[src/rtl/btb_sa.sv]
`default_nettype none
// ============================================================================
//  Module      : btb_sa
//  Description : Set-associative branch target buffer. Combinational lookup,
//                saturating taken/not-taken counters, round-robin eviction,
//                and a multi-cycle invalidate-all walk (one set per cycle).
//  Options     : define BTB_STATS_EN to build the lookup/taken statistics
//                counters; otherwise lookup_cnt/hit_cnt are tied to zero.
//  Revision    : 1.0 - initial release
// ============================================================================
module btb_sa #(
  parameter int ADDR_W = 32,
  parameter int SETS   = 16,
  parameter int WAYS   = 2,
  parameter int CTR_W  = 2
) (
  input  logic              clk,
  input  logic              reset,
  input  logic              read_en,
  input  logic [ADDR_W-1:0] read_key,
  output logic [ADDR_W-1:0] read_val,
  output logic              read_hit,
  output logic              read_valid,
  input  logic              write,
  input  logic [ADDR_W-1:0] write_key,
  input  logic [ADDR_W-1:0] write_val,
  input  logic              hit,
  input  logic              flush,
  output logic              busy,
  output logic [31:0]       lookup_cnt,
  output logic [31:0]       hit_cnt
);

  localparam int IDX_W = $clog2(SETS);
  localparam int WAY_W = (WAYS > 1) ? $clog2(WAYS) : 1;
  localparam logic [CTR_W-1:0] C_CTR_MAX = '1;
  localparam logic [WAY_W-1:0] C_LAST_WAY = WAY_W'(WAYS - 1);

  typedef enum logic [0:0] {
    S_IDLE  = 1'b0,
    S_FLUSH = 1'b1
  } state_t;

  state_t           state_q, state_d;
  logic [IDX_W-1:0] cursor_q, cursor_d;

  logic [WAYS-1:0]   valid_q [SETS];
  logic [ADDR_W-1:0] key_q   [SETS][WAYS];
  logic [ADDR_W-1:0] val_q   [SETS][WAYS];
  logic [CTR_W-1:0]  ctr_q   [SETS][WAYS];
  logic [WAY_W-1:0]  rr_q    [SETS];

  logic [IDX_W-1:0] rd_idx, wr_idx;
  logic             rd_match;
  logic [WAY_W-1:0] rd_way;
  logic             wr_match, wr_free;
  logic [WAY_W-1:0] wr_mway, wr_fway, wr_way;
  logic [CTR_W-1:0] ctr_cur, ctr_new;
  logic [WAY_W-1:0] rr_cur, rr_next;
  logic             flush_acc, wr_acc;

  assign rd_idx    = read_key[IDX_W+1:2];
  assign wr_idx    = write_key[IDX_W+1:2];
  assign busy      = (state_q == S_FLUSH);
  assign flush_acc = flush && (state_q == S_IDLE);
  // A flush sampled together with a write wins; writes are dropped while busy.
  assign wr_acc    = write && (state_q == S_IDLE) && !flush;

  // Lookup: find the (unique) valid way whose full key matches read_key.
  always_comb begin
    rd_match = 1'b0;
    rd_way   = '0;
    for (int w = 0; w < WAYS; w++) begin
      if (!rd_match && valid_q[rd_idx][w] && (key_q[rd_idx][w] == read_key)) begin
        rd_match = 1'b1;
        rd_way   = WAY_W'(w);
      end
    end
  end

  assign read_hit   = rd_match && !busy;
  assign read_valid = read_hit && ctr_q[rd_idx][rd_way][CTR_W-1];
  assign read_val   = read_hit ? val_q[rd_idx][rd_way] : '0;

  // Update way selection: matching way, else lowest free way, else victim.
  always_comb begin
    wr_match = 1'b0;
    wr_mway  = '0;
    wr_free  = 1'b0;
    wr_fway  = '0;
    for (int w = 0; w < WAYS; w++) begin
      if (!wr_match && valid_q[wr_idx][w] && (key_q[wr_idx][w] == write_key)) begin
        wr_match = 1'b1;
        wr_mway  = WAY_W'(w);
      end
      if (!wr_free && !valid_q[wr_idx][w]) begin
        wr_free = 1'b1;
        wr_fway = WAY_W'(w);
      end
    end
    rr_cur  = rr_q[wr_idx];
    rr_next = (rr_cur == C_LAST_WAY) ? '0 : rr_cur + 1'b1;
    if (wr_match)     wr_way = wr_mway;
    else if (wr_free) wr_way = wr_fway;
    else              wr_way = rr_cur;
  end

  // Counter: saturating step on a hit update, fresh strong value on allocate.
  always_comb begin
    ctr_cur = ctr_q[wr_idx][wr_way];
    ctr_new = ctr_cur;
    if (!wr_match)             ctr_new = hit ? C_CTR_MAX : '0;
    else if (hit)              ctr_new = (ctr_cur == C_CTR_MAX) ? ctr_cur : ctr_cur + 1'b1;
    else if (ctr_cur != '0)    ctr_new = ctr_cur - 1'b1;
  end

  // Flush FSM next state: walk the cursor over every set once.
  always_comb begin
    state_d  = state_q;
    cursor_d = cursor_q;
    case (state_q)
      S_IDLE: begin
        if (flush) begin
          state_d  = S_FLUSH;
          cursor_d = '0;
        end
      end
      S_FLUSH: begin
        if (cursor_q == IDX_W'(SETS - 1)) state_d = S_IDLE;
        else                              cursor_d = cursor_q + 1'b1;
      end
      default: state_d = S_IDLE;
    endcase
  end

  // Flush FSM state register.
  always_ff @(posedge clk) begin
    if (reset) begin
      state_q  <= S_IDLE;
      cursor_q <= '0;
    end else begin
      state_q  <= state_d;
      cursor_q <= cursor_d;
    end
  end

  // Control state: valid bits, counters and round-robin pointers.
  always_ff @(posedge clk) begin
    if (reset) begin
      for (int s = 0; s < SETS; s++) begin
        valid_q[s] <= '0;
        rr_q[s]    <= '0;
        for (int w = 0; w < WAYS; w++) ctr_q[s][w] <= '0;
      end
    end else if (busy) begin
      valid_q[cursor_q] <= '0;
      rr_q[cursor_q]    <= '0;
    end else if (wr_acc) begin
      valid_q[wr_idx][wr_way] <= 1'b1;
      ctr_q[wr_idx][wr_way]   <= ctr_new;
      if (!wr_match && !wr_free) rr_q[wr_idx] <= rr_next;
    end
  end

  // Payload: key and target need no reset since valid bits gate them.
  always_ff @(posedge clk) begin
    if (!reset && wr_acc) begin
      key_q[wr_idx][wr_way] <= write_key;
      val_q[wr_idx][wr_way] <= write_val;
    end
  end

`ifdef BTB_STATS_EN
  logic [31:0] lookup_cnt_q, hit_cnt_q;

  // Saturating lookup / predicted-taken statistics, cleared by a new flush.
  always_ff @(posedge clk) begin
    if (reset || flush_acc) begin
      lookup_cnt_q <= '0;
      hit_cnt_q    <= '0;
    end else if (read_en && !busy) begin
      if (lookup_cnt_q != '1)             lookup_cnt_q <= lookup_cnt_q + 1'b1;
      if (read_valid && hit_cnt_q != '1)  hit_cnt_q    <= hit_cnt_q + 1'b1;
    end
  end

  assign lookup_cnt = lookup_cnt_q;
  assign hit_cnt    = hit_cnt_q;
`else
  logic unused_stats;
  assign unused_stats = read_en ^ flush_acc;
  assign lookup_cnt   = '0;
  assign hit_cnt      = '0;
`endif

endmodule
`default_nettype wire

[config.mk]
export PLATFORM = sky130hd
export DESIGN_NAME = btb_sa
export DESIGN_NICKNAME = d
export VERILOG_FILES = /design/src/rtl/btb_sa.sv
export SDC_FILE = /design/constraint.sdc
export NUM_CORES = 2
export LEC_CHECK = 0
export BUFFER_PORTS_ARGS = -buffer_cell sky130_fd_sc_hd__buf_4
export CORE_ASPECT_RATIO = 0.75
export CORE_MARGIN = 4
export CORE_UTILIZATION = 45
export DETAILED_ROUTE_END_ITERATION = 6
export GPL_TIMING_DRIVEN = 0
export SKIP_CTS_REPAIR_TIMING = 1
export SLEW_MARGIN = 10
export SYNTH_ARGS = -nofsm -noshare
export SYNTH_HDL_FRONTEND = slang
export SYNTH_SLANG_ARGS = --single-unit
[constraint.sdc]
create_clock -name clk -period 11.75 [get_ports clk]
set_input_delay 1.175 -clock clk [delete_from_list [all_inputs] [get_ports clk]]
set_output_delay 1.175 -clock clk [all_outputs]
set_load 0.01 [all_outputs]
# Word level (Yosys, flattened, before mapping)
# Memory sizes are Yosys's and may differ from the RTL's.
# Cells that the tools add are included.
# W data, S select, Z words.
[word_totals] word_cells=128 regBits=5 mem_count=5 mem_bits_rw=2160
[classes] reduce_logical=30 order_cmp=5 add_sub_neg=4 n_eq_ne=8 muxes=71 bitwise=3
[mem_list] memory="key_q" words=16 width=64 read_ports=2 rd_ports_with_merged_regs=0 wr=1 line="48" text="logic [ADDR_W-1:0] key_q [SETS][WAYS];"
[mem_list] memory="val_q" words=16 width=64 read_ports=1 rd_ports_with_merged_regs=0 wr=1 line="49" text="logic [ADDR_W-1:0] val_q [SETS][WAYS];"
[mem_list] memory="ctr_q" words=16 width=4 read_ports=2 rd_ports_with_merged_regs=0 wr=16 line="50" text="logic [CTR_W-1:0] ctr_q [SETS][WAYS];"
[mem_list] memory="valid_q" words=16 width=2 read_ports=2 rd_ports_with_merged_regs=0 wr=16 line="47" text="logic [WAYS-1:0] valid_q [SETS];"
[mem_list] memory="rr_q" words=16 width=1 read_ports=1 rd_ports_with_merged_regs=0 wr=16 line="51" text="logic [WAY_W-1:0] rr_q [SETS];"
[ops] op="$mux W32" n=5
[ops] op="$eq A32 B32 Y1" n=4
[ops] op="$mux W64" n=1
[ops] op="$mux W4" n=10
[ops] op="$mux W1" n=34
[ops] op="$demux W32 S1" n=1
[ops] op="$mux W2" n=16
[ops] op="$logic_and A1 B1 Y1" n=15
[ops] op="$logic_not A1 Y1" n=8
[ops] op="$pmux W4 S2" n=1
[ops] op="$add A4 B1 Y4 const B" n=1
[ops] op="$eq A4 B4 Y1 const B" n=1
[ops] op="$ge A2 B2 Y1 const B" n=2
[ops] op="$ne A2 B2 Y1 const B" n=2
[ops] op="$not A1 Y2" n=2
[ops] op="$reduce_or A2 Y1" n=2
[ops] op="$reduce_or A4 Y1" n=1
[ops] op="$add A2 B1 Y2 const B" n=1
[ops] op="$demux W2 S1" n=1
[ops] op="$eq A2 B2 Y1 const B" n=1
[ops] op="$lt A1 B2 Y1 const B" n=1
[ops] op="$lt A2 B1 Y1 const B" n=1
[ops] op="$pmux W1 S2" n=1
[ops] op="$reduce_and A2 Y1" n=1
[ops] op="7 further kinds" n=8

# Depth between registers and ports, before layout
# An unclocked memory read counts as a cell.
[logic_depth] word_depth=18 mapped_depth=23

# Worst setup path after synthesis
# OpenSTA, ideal clock, no wires.
[synth_timing] path_type="in2reg" from="input write_key[3]" to="memory ctr_q[8][2] (netlist bit), enable pin" setup_time_ns=0.316 arrival_time_ns=9.441 cell_stages=15 path_buffers=9 path_slack_ns=1.993 cell_sequence="buf_2 > buf_4 > buf_2 > buf_4 > buf_4 > buf_2 > buf_2 > buf_2 > clkbuf_1 > mux4_2 > mux4_2 > o21ai_2 > a21oi_4 > nor3_1 > or2_2"
[synth_rtl] element="start, declared" line="25" text="input logic [ADDR_W-1:0] write_key,"
[synth_rtl] element="end, declared" line="50"

# Worst setup path after layout
[layout_timing] from="input read_key[3]" to="output read_val[13]"
[layout_via] elab_chain_cells=13 word_cells_on_any_way=18
[layout_lines] element="start, declared" line="20" text="input logic [ADDR_W-1:0] read_key,"
[layout_lines] element="$mem_v2 Z16 W64"
[layout_lines] element="$eq A32 B32 Y1" line="74" text="if (!rd_match && valid_q[rd_idx][w] && (key_q[rd_idx][w] == read_key)) begin"
[layout_lines] element="$logic_and A1 B1 Y1" line="74"
[layout_lines] element="$mux W1" line="74"
[layout_lines] element="$logic_not A1 Y1" line="74"
[layout_lines] element="$logic_and A1 B1 Y1 (2 in series)" line="74"
[layout_lines] element="$mux W1" line="74"
[layout_lines] element="$not A1 Y2 (not written as such)" line="83" text="assign read_val = read_hit ? val_q[rd_idx][rd_way] : '0;"
[layout_lines] element="$mux W32 (not written as such) (3 in series)" line="83"
[layout_lines] element="$mux W32 *" line="83"
[layout_lines] element="end, declared" line="21" text="output logic [ADDR_W-1:0] read_val,"
# Mark *: on every way between the ends. The rest lies on a longest branch, timed or not. The select of a mux whose other input is x is not followed.

==> results.md <==
* Result of the run: finished, violations left
* Failing checks: design-rule violations, max-capacitance violations, max-slew violations
* Die outline height at 407.4 um
* Crit path cell chain: clkbuf_1 > buf_1 > buf_1 > buf_2 > mux4_2 > mux2i_1 > a21oi_1 > nor4_1 > nand4_1 > and4b_1 > buf_2 > buf_2 > a211o_1 > a21oi_1 > buf_4
* CTS tree: built
* Fraction of layout instances using a drive strength above 1 at between 30% and 40%
* Share of synthesized area spent on multiplexers at between 20 and 25%
* Worst-case clock buffer depth at 4
* Reg-to-reg slack, setup at between 5 and 6 ns
* Static Leakage at around 35 nW
* Die boundary width at ~540 um
* Detailed-routing iteration count for the pre-antenna-repair pass at 7
* Sequential cell area fraction in the yosys report at around two thirds
* Vias per std cell at 6.936
* Overall die area at around 220,000 um^2
* CTS HTree Levels at 4
* Type of destination of the critical path: output port
* Pin count of the biggest net entering global routing at 50
* Number of maximum-capacitance constraint violations at 3
* Fin crit period at between 10 and 15 ns
* Type of the setup path with the least slack: in2out
* Setup repair after global routing missed its margin: false
* Clock slew seen by the registers of the worst setup and hold paths at ~0.060 ns
* Comb pwr share at 8.7%
* Syn_area_per_cell at roughly 20 um^2
* Boundary Pins at about 200
* Post-DP HPWL at between 200,000 and 250,000 um
* CP required at 10.58 ns
* Share of async-settable or async-resettable flops after synthesis at 0%
* Gpl congestion at 1.007
* Post-synthesis adder-cell area fraction at 0.01307%
* Area fraction in compound gates after synthesis at under 10%
* Number of setup violations in the final report at 0
* Achievable Freq at approximately 96 MHz
* Number of enable-type register cells in the synthesized netlist at around 2,200
* Drt drc at 5
* Type of element launching the critical path: primary input
* Most frequent cell after synthesis: sky130_fd_sc_hd__edfxtp_1
* Max rail drop VDD at approximately 0.12 mV
* Main flop type after synthesis: sky130_fd_sc_hd__edfxtp_1
* Path class of the lowest-slack min-delay path: in2reg
* Slew at the pin with the worst max-slew slack at approximately 1.5 ns
* Standard-cell row count at ~150
* Fin util at a little over half
* NetSw at 4.024 mW
* P per Cell Area at 152.4 nW/um^2
* Cell type contributing the most total cell area after synthesis: sky130_fd_sc_hd__edfxtp_1
* Detailed Route Iter0 Violations at roughly 11,000
* GRT Residual Overflow at 0
* Post-synthesis cell count at 4,857
* Post-route antenna net violation count at 0
* Core area at roughly 210,000 um^2
* Instance area at placement at about 100,000 um^2
* Cell mode on critical path: sky130_fd_sc_hd__buf_2
* Combinational family with the most area after synthesis: multiplexers
* Clock network fraction of design power at about two fifths
* Area share of the leading cell type in the synthesized netlist at between 60% and 70%
* Synth warn at 0
* Total vias in the final route at ~58,000
* Routed WL at 356,800 um
* Number of global-route vias before repair at 54,610
* Sink Count at ~2,200
* Wire length per cell after detailed routing at between 40 and 50 um
* Final Hold Fails at 0
* Remaining max-slew budget at the tightest pin at -2.465%
* Final std cell area, no fill at around 110,000 um^2
* Top cells by area in the synthesized netlist: sky130_fd_sc_hd__edfxtp_1 68%, sky130_fd_sc_hd__mux4_2 19%, sky130_fd_sc_hd__mux2i_1 2.9%
* Post-layout net count at roughly 5,500
* Port Buffer Count at between 100 and 150
* Post-Synthesis Cell Area at 95,730 um^2
* Starting utilization of the core area at about 45%
* Setup Total Neg Slack at 0 ns
* Final worst clock skew at slightly above 0.07 ns
* Total routing resource utilization after global routing at 31.87%
* Parity-gate share of the synthesized area counting xor and xnor cells at under 10%
* Largest stage delay, worst path at roughly 1.1 ns
* Synthesized-area fraction occupied by and/or/nand/nor cells at 2.541%
* Hold_ws at 0.6708 ns
* Clock root buffer: sky130_fd_sc_hd__clkbuf_16
* Total CTS buffers at around 220
* Commonest cells in the netlist: 2,160 x sky130_fd_sc_hd__edfxtp_1, 791 x sky130_fd_sc_hd__mux4_2, 277 x sky130_fd_sc_hd__mux2i_1
* First-pass GRT wire length at roughly 480,000 um
* Top fanout value on the critical path at 10
* Net Sw Frac at 23.96%
* Number of antenna violations at the first check in global routing at 22
* Power Internal at around 13 mW
* Number of flip-flops and latches in the synthesized netlist at 2,165
* Clock insertion delay at the later pin of the skew report at 0.91 ns
* Layout overhead on the synthesized area at 15.08%
* Cell variety after synth at 88
* Portion of the clock cycle consumed by the worst path in the final layout at 88.55%
* Slew Limit Fails at 21
* Part of the total power dissipated in sequential elements at 50.8%
* Critical-path cell with the highest stage delay: sky130_fd_sc_hd__buf_1
* Data arrival time of the critical path at 9.23 ns
[flip-flops by register name, summed over array words and instances, names as in the netlist]
name / cells
cursor_q: 4
val_q: 1024
valid_q: 32
key_q: 1024
rr_q: 16
ctr_q: 64
busy: 1
[kinds of logic after synthesis]
group	Yosys count
simple gates	491
mux	1128
buf+inv	444
xor+xnor	116
other cells	1
flops	2165
compound gates	511
fa+ha+maj	1
[per-stage QoR]
| step | power [mW] | worst slack [ns] | cells |
|---|---|---|---|
| floorplan | 9.441 | 1.993 | 4920 |
| global placement | 10.08 | -10.40 | 7863 |
| detailed placement | 10.10 | 1.489 | 7986 |
| CTS | 16.75 | 1.486 | 8370 |
| global route | 17.18 | 1.747 | 8374 |
| finish | 16.79 | 1.345 | 8377 |
[layout make-up]
class                           instances  area, um^2
Antenna cell                            7       17.52
Clock inverter                        123        1035
Tap cell                             2812        3518
Multi-Input combinational cell       2311       28830
Timing Repair Buffer                  254        3660
Fill cell                           16580      101200
Clock buffer                          261        5638
Buffer                                397        2286
Inverter                               47       216.5
Sequential cell                      2165       64960
[layer usage]
layer | up-vias | global-route usage, % | part of all wire (%)
met5 | - | 0.2381 | 0.077
met2 | 5021 | 41.40 | 39
met1 | 30840 | 47.29 | 40
met4 | 15 | 8.977 | 3.6
met3 | 745 | 15.46 | 17
li1 | 21480 | - | -
[power by group through the flow]
stage | combinational (mW) | clock, mW | sequential [mW]
6_report | 1.47 | 6.79 | 8.54
5_1_grt | 1.49 | 7.16 | 8.53
4_1_cts | 1.40 | 6.82 | 8.53
3_5_place_dp | 1.40 | 0 | 8.70
3_3_place_gp | 1.38 | 0 | 8.70
2_1_floorplan | 0.744 | 0 | 8.70
[final timing paths]
| kind | startpoint | to | cells past startpoint |
|---|---|---|---|
| worst max-delay path | read_key[3] | read_val[13] | 15 |
| worst min register to register | cursor_q[1] | cursor_q[1] | 3 |
| worst min-delay path | write_val[24] | val_q[8][56] | 1 |
| worst max register to register | key_q[5][39] | key_q[4][45] | 14 |
[layout by cell type, fill, tap and decap left out, types with 17 or more instances in the layout]
cell,netlist,layout
sky130_fd_sc_hd__edfxtp_1,2160,2160
sky130_fd_sc_hd__mux4_2,791,791
sky130_fd_sc_hd__mux2i_1,277,277
sky130_fd_sc_hd__buf_4,84,224
sky130_fd_sc_hd__clkbuf_16,0,219
sky130_fd_sc_hd__clkbuf_1,151,156
sky130_fd_sc_hd__nor2_1,141,116
sky130_fd_sc_hd__nand2_1,115,115
sky130_fd_sc_hd__buf_2,69,91
sky130_fd_sc_hd__a21oi_1,87,87
sky130_fd_sc_hd__a211oi_1,84,84
sky130_fd_sc_hd__xnor2_1,69,69
sky130_fd_sc_hd__conb_1,1,64
sky130_fd_sc_hd__buf_12,3,61
sky130_fd_sc_hd__mux2_2,60,60
sky130_fd_sc_hd__clkinv_1,0,60
sky130_fd_sc_hd__buf_16,0,50
sky130_fd_sc_hd__nor2b_1,50,49
sky130_fd_sc_hd__clkbuf_2,1,47
sky130_fd_sc_hd__xor2_1,47,47
sky130_fd_sc_hd__a22oi_1,46,46
sky130_fd_sc_hd__o21ai_0,42,42
sky130_fd_sc_hd__inv_1,46,38
sky130_fd_sc_hd__o22ai_1,37,37
sky130_fd_sc_hd__clkinv_2,0,34
sky130_fd_sc_hd__nand3_1,30,30
sky130_fd_sc_hd__nand2b_1,29,29
sky130_fd_sc_hd__a211o_1,29,29
sky130_fd_sc_hd__buf_1,59,28
sky130_fd_sc_hd__buf_6,21,26
sky130_fd_sc_hd__o21bai_1,26,26
sky130_fd_sc_hd__nand4_1,24,24
sky130_fd_sc_hd__nor2_4,0,23
sky130_fd_sc_hd__nor3_1,23,22
sky130_fd_sc_hd__nor4_1,19,17
sky130_fd_sc_hd__a21o_1,17,17
[critical path: cells and delay by family]
kind                   cells  cell delay (ns)
multiplexers               2             0.78
buffers and inverters      7             4.51
AO/OA/AOI/OAI              3             0.82
AND/OR/NAND/NOR            3             1.86
No activity file was read; power rests on OpenSTA's default activity.
